**config.mk**
```make
export PLATFORM = sky130hd
export DESIGN_NAME = ls74161_pc_counter
export DESIGN_NICKNAME = d
export VERILOG_FILES = /design/src/rtl/ttl_pkg.sv /design/src/rtl/ls74161.sv /design/src/rtl/ls74161_pc_counter.sv
export SDC_FILE = /design/constraint.sdc
export NUM_CORES = 1
export LEC_CHECK = 0
export CORE_AREA = 3 3 40 42
export CTS_CLUSTER_SIZE = 28
export DETAILED_ROUTE_END_ITERATION = 10
export DIE_AREA = 0 0 43 45
export HOLD_SLACK_MARGIN = 0.1
export PLACE_DENSITY = 0.65
export REMOVE_ABC_BUFFERS = 1
export SETUP_SLACK_MARGIN = 0.02
export SYNTH_ARGS = -nofsm -noshare
export SYNTH_HDL_FRONTEND = slang
export SYNTH_SLANG_ARGS = --single-unit
```
**constraint.sdc**
```tcl
create_clock -name clk -period 2.35 [get_ports clk]
set_input_delay 0.5875 -clock clk [delete_from_list [all_inputs] [get_ports clk]]
set_output_delay 0.5875 -clock clk [all_outputs]
set_load 0.01 [all_outputs]
```
**src/rtl/ttl_pkg.sv**
```systemverilog
// rtl/ttl_pkg.sv - shared constants and helpers for 74-series TTL equivalents
package ttl_pkg;
  localparam int NIBBLE_W = 4;
  localparam logic [NIBBLE_W-1:0] NIBBLE_MAX = 4'hF;

  function automatic int counter_width(int stages);
    return stages * NIBBLE_W;
  endfunction
endpackage

```
**src/rtl/ls74161.sv**
```systemverilog
// rtl/ls74161.sv - one 74LS161-equivalent 4-bit synchronous counter stage
module ls74161
  import ttl_pkg::*;
(
  input  logic                clk,
  input  logic                clr_n,
  input  logic                load_n,
  input  logic                enp,
  input  logic                ent,
  input  logic [NIBBLE_W-1:0] d,
  output logic [NIBBLE_W-1:0] q,
  output logic                rco
);

  always_ff @(posedge clk or negedge clr_n) begin
    if (!clr_n) begin
      q <= '0;
    end else if (!load_n) begin
      q <= d;
    end else if (enp && ent) begin
      q <= q + 1'b1;
    end
  end

  // Carry ignores enp so a paused cascade still reports terminal count.
  assign rco = ent && (q == NIBBLE_MAX);

endmodule

```
**src/rtl/ls74161_pc_counter.sv**
```systemverilog
// rtl/ls74161_pc_counter.sv - program counter built from cascaded ls74161 stages
module ls74161_pc_counter
  import ttl_pkg::*;
#(
  parameter int STAGES = 2,
  localparam int W = counter_width(STAGES)
) (
  input  logic         clk,
  input  logic         clr_n,
  input  logic         load_n,
  input  logic         enp,
  input  logic         ent,
  input  logic [W-1:0] d,
  output logic [W-1:0] q,
  output logic         rco
);

  // carry[i] is the ent of stage i; every stage clocks on the same edge.
  logic [STAGES:0] carry;

  assign carry[0] = ent;

  for (genvar i = 0; i < STAGES; i++) begin : g_stage
    ls74161 u_stage (
      .clk    (clk),
      .clr_n  (clr_n),
      .load_n (load_n),
      .enp    (enp),
      .ent    (carry[i]),
      .d      (d[i*NIBBLE_W +: NIBBLE_W]),
      .q      (q[i*NIBBLE_W +: NIBBLE_W]),
      .rco    (carry[i+1])
    );
  end

  assign rco = carry[STAGES];

endmodule

```
==> results.cfg <==
[placement]
place_congestion = 0.718
place_inst = 88
numPortBuffers = 21
dp_hpwl_um = 809

[die]
ios = 22
dieArea_um2 = 1940
dieHeight_um = 45
start_util_pct = 35.6
die_x_um = 43
rows = 13
coreArea_um2 = 1280

[timing]
post-route-period-util_pct = 93.2
hold_viol_final = 0
fin_hold_ws_ps = 586
worst_pin_slew_ps = 372
slew_headroom_pct = 75.2
setup_viol = 0
post-route-min-period_ps = 2190
clock_skew_ps = 0.517
slew_viol_final = 0
setup_tns_ps = 0
rsz0062_at_grt = false
fmax_ghz = 0.456

[drt]
drt_wl_total_mm = 1.07
wire_per_inst_um = 11.7
drc = 0
dr.pass1.iters = 4
viasPerCell = 5.08
postRouteAntennaNets = 0
vias = 462
drt_first_iter_violations = 12

[synthesis]
synth_area_leaders = dfrtp_1 44%, nor2_1 5.7%, a31oi_1 5.5%
async_reset_ff_share_pct = 100
synth_top_cell_area_share_pct = 43.7
yosys_warnings = 0
ys_ff_latch = 8
synth_top_area_cell = dfrtp_1
synth_edf_count = 0
ys_seq_area_share_pct = 43.7
ys_top_cells_by_count = 8 x dfrtp_1, 7 x nor2_1, 5 x nand3_1
syn_inst = 50
synth_most_common_cell = dfrtp_1
avgSynthCellArea_um2 = 9.16
synth.distinct_cells = 19
synth_flop_cell = dfrtp_1
syn_area_um2 = 458

[clock_network]
clock-sinks = 8
holdBufCountCts = 0
cts_setup_buffers = 0
htreeDepth = 1
clock_tree.root_cell = clkbuf_4
cts_resized = 1
clkTransAtPathRegs_ps = 50
cts_made_buffers = 3
cts_tree = yes
cts_buffer_depth = 2
clock_latency_ps = 250

[final_layout]
regMostFlops = g_stage.u_stage.q
drive_gt1_share_pct = 11.8
area_growth_syn_to_layout_pct = 58.7
top_regs = g_stage.u_stage.q (8)
fin_cells = 91
largest_reg_flops = 8
nets = 93
n_antenna_cell = 0
final_util_pct = 56.6

[global_route]
grt_pass1_wl_mm = 1.66
antenna_found_initial = 0
track_usage_pct = 12.2
grt_max_degree = 10
grt_pass1_vias = 408
grt.overflow.total = 0

[worst_setup_path]
start_kind = primary input
crit_path_end_kind = primary output
r2r_cells = 4
crit_fanout = 2
crit_arrival_ps = 1600
required_ps = 1760
critical_path_class = primary input to primary output

[pwr]
p_leak_nw = 0.289
peakVddDrop_mv = 0.313
p_per_area_nw_per_um2 = 544
finalPower_uw = 396

[hold_path]
min_path_type = register to register
hold_path_depth = 2

[run]
cap_violations = 0

[outcome]
status = finished clean
[worst max-delay path, stage by stage]
cell,delay [ps]
clkdlybuf4s50_1,480
nand2_1,60
nor3_1,190
dlygate4sd2_1,290
[cell families (layout without fill, tap and decap cells)]
family                     count (synthesis)  count (layout)  share of synthesized area (%)
DFF                                        8               8                           43.7
and+or+nand+nor                           22              22                           25.7
adders and majority gates                  2               2                           5.46
xor gates and xnor gates                   2               2                           3.83
AOI/OAI and AO/OA                         14              14                           18.3
muxes                                      1               1                           2.19
buffers and inverters                      1              27                          0.819
[report_power, final]
group,switching (mW),internal [mW]
clock network,0.0465,0.0584
logic,0.0509,0.0702
registers,0.0168,0.153
total,0.114,0.281
[layout by cell type, fill, tap and decap left out, drive strengths merged, types with 2 or more instances in the layout]
master | Yosys | layout
a21oi | 3 | 3
a31oi | 4 | 4
buf | 0 | 3
clkbuf | 1 | 3
clkdlybuf4s50 | 0 | 20
dfrtp | 8 | 8
ha | 2 | 2
nand2 | 4 | 4
nand3 | 6 | 6
nor2 | 7 | 7
o21ai | 4 | 4
or3 | 3 | 3
xor2 | 2 | 2
[layout make-up]
cell class	instances	area, um^2
sequential	8	200
multi-input combinational	41	254
clock buffer	3	22.5
fill	126	558
timing repair buffer	24	231
tap	15	18.8
[final timing paths]
kind                                          from  slack (ps)                       to
max                                            ent         160                      rco
min                        g_stage[1].u_stage.q[3]         590  g_stage[1].u_stage.q[3]
max reg2reg                g_stage[0].u_stage.q[0]         830  g_stage[1].u_stage.q[3]
min reg2reg                g_stage[1].u_stage.q[3]         590  g_stage[1].u_stage.q[3]
max in group asynchronous                    clr_n        1470  g_stage[0].u_stage.q[2]
min in group asynchronous                    clr_n         620  g_stage[1].u_stage.q[2]
[stage by stage]
| stage | setup slack, ps | cell area [um^2] |
|---|---|---|
| floorplan | 742 | 454 |
| global placement | -148 | 706 |
| detailed placement | -133 | 706 |
| CTS | 151 | 727 |
| global route | 93.9 | 727 |
| finish | 159 | 727 |
[routing by layer]
layer / track usage, % / vias to the layer above / wire (um)
li1: - / 237 / -
met5: 0 / - / 0
met4: 9.04 / 0 / 11
met3: 4.78 / 2 / 122
met2: 17.4 / 23 / 453
met1: 14.7 / 200 / 480
Power figures use the tool's default switching activity.
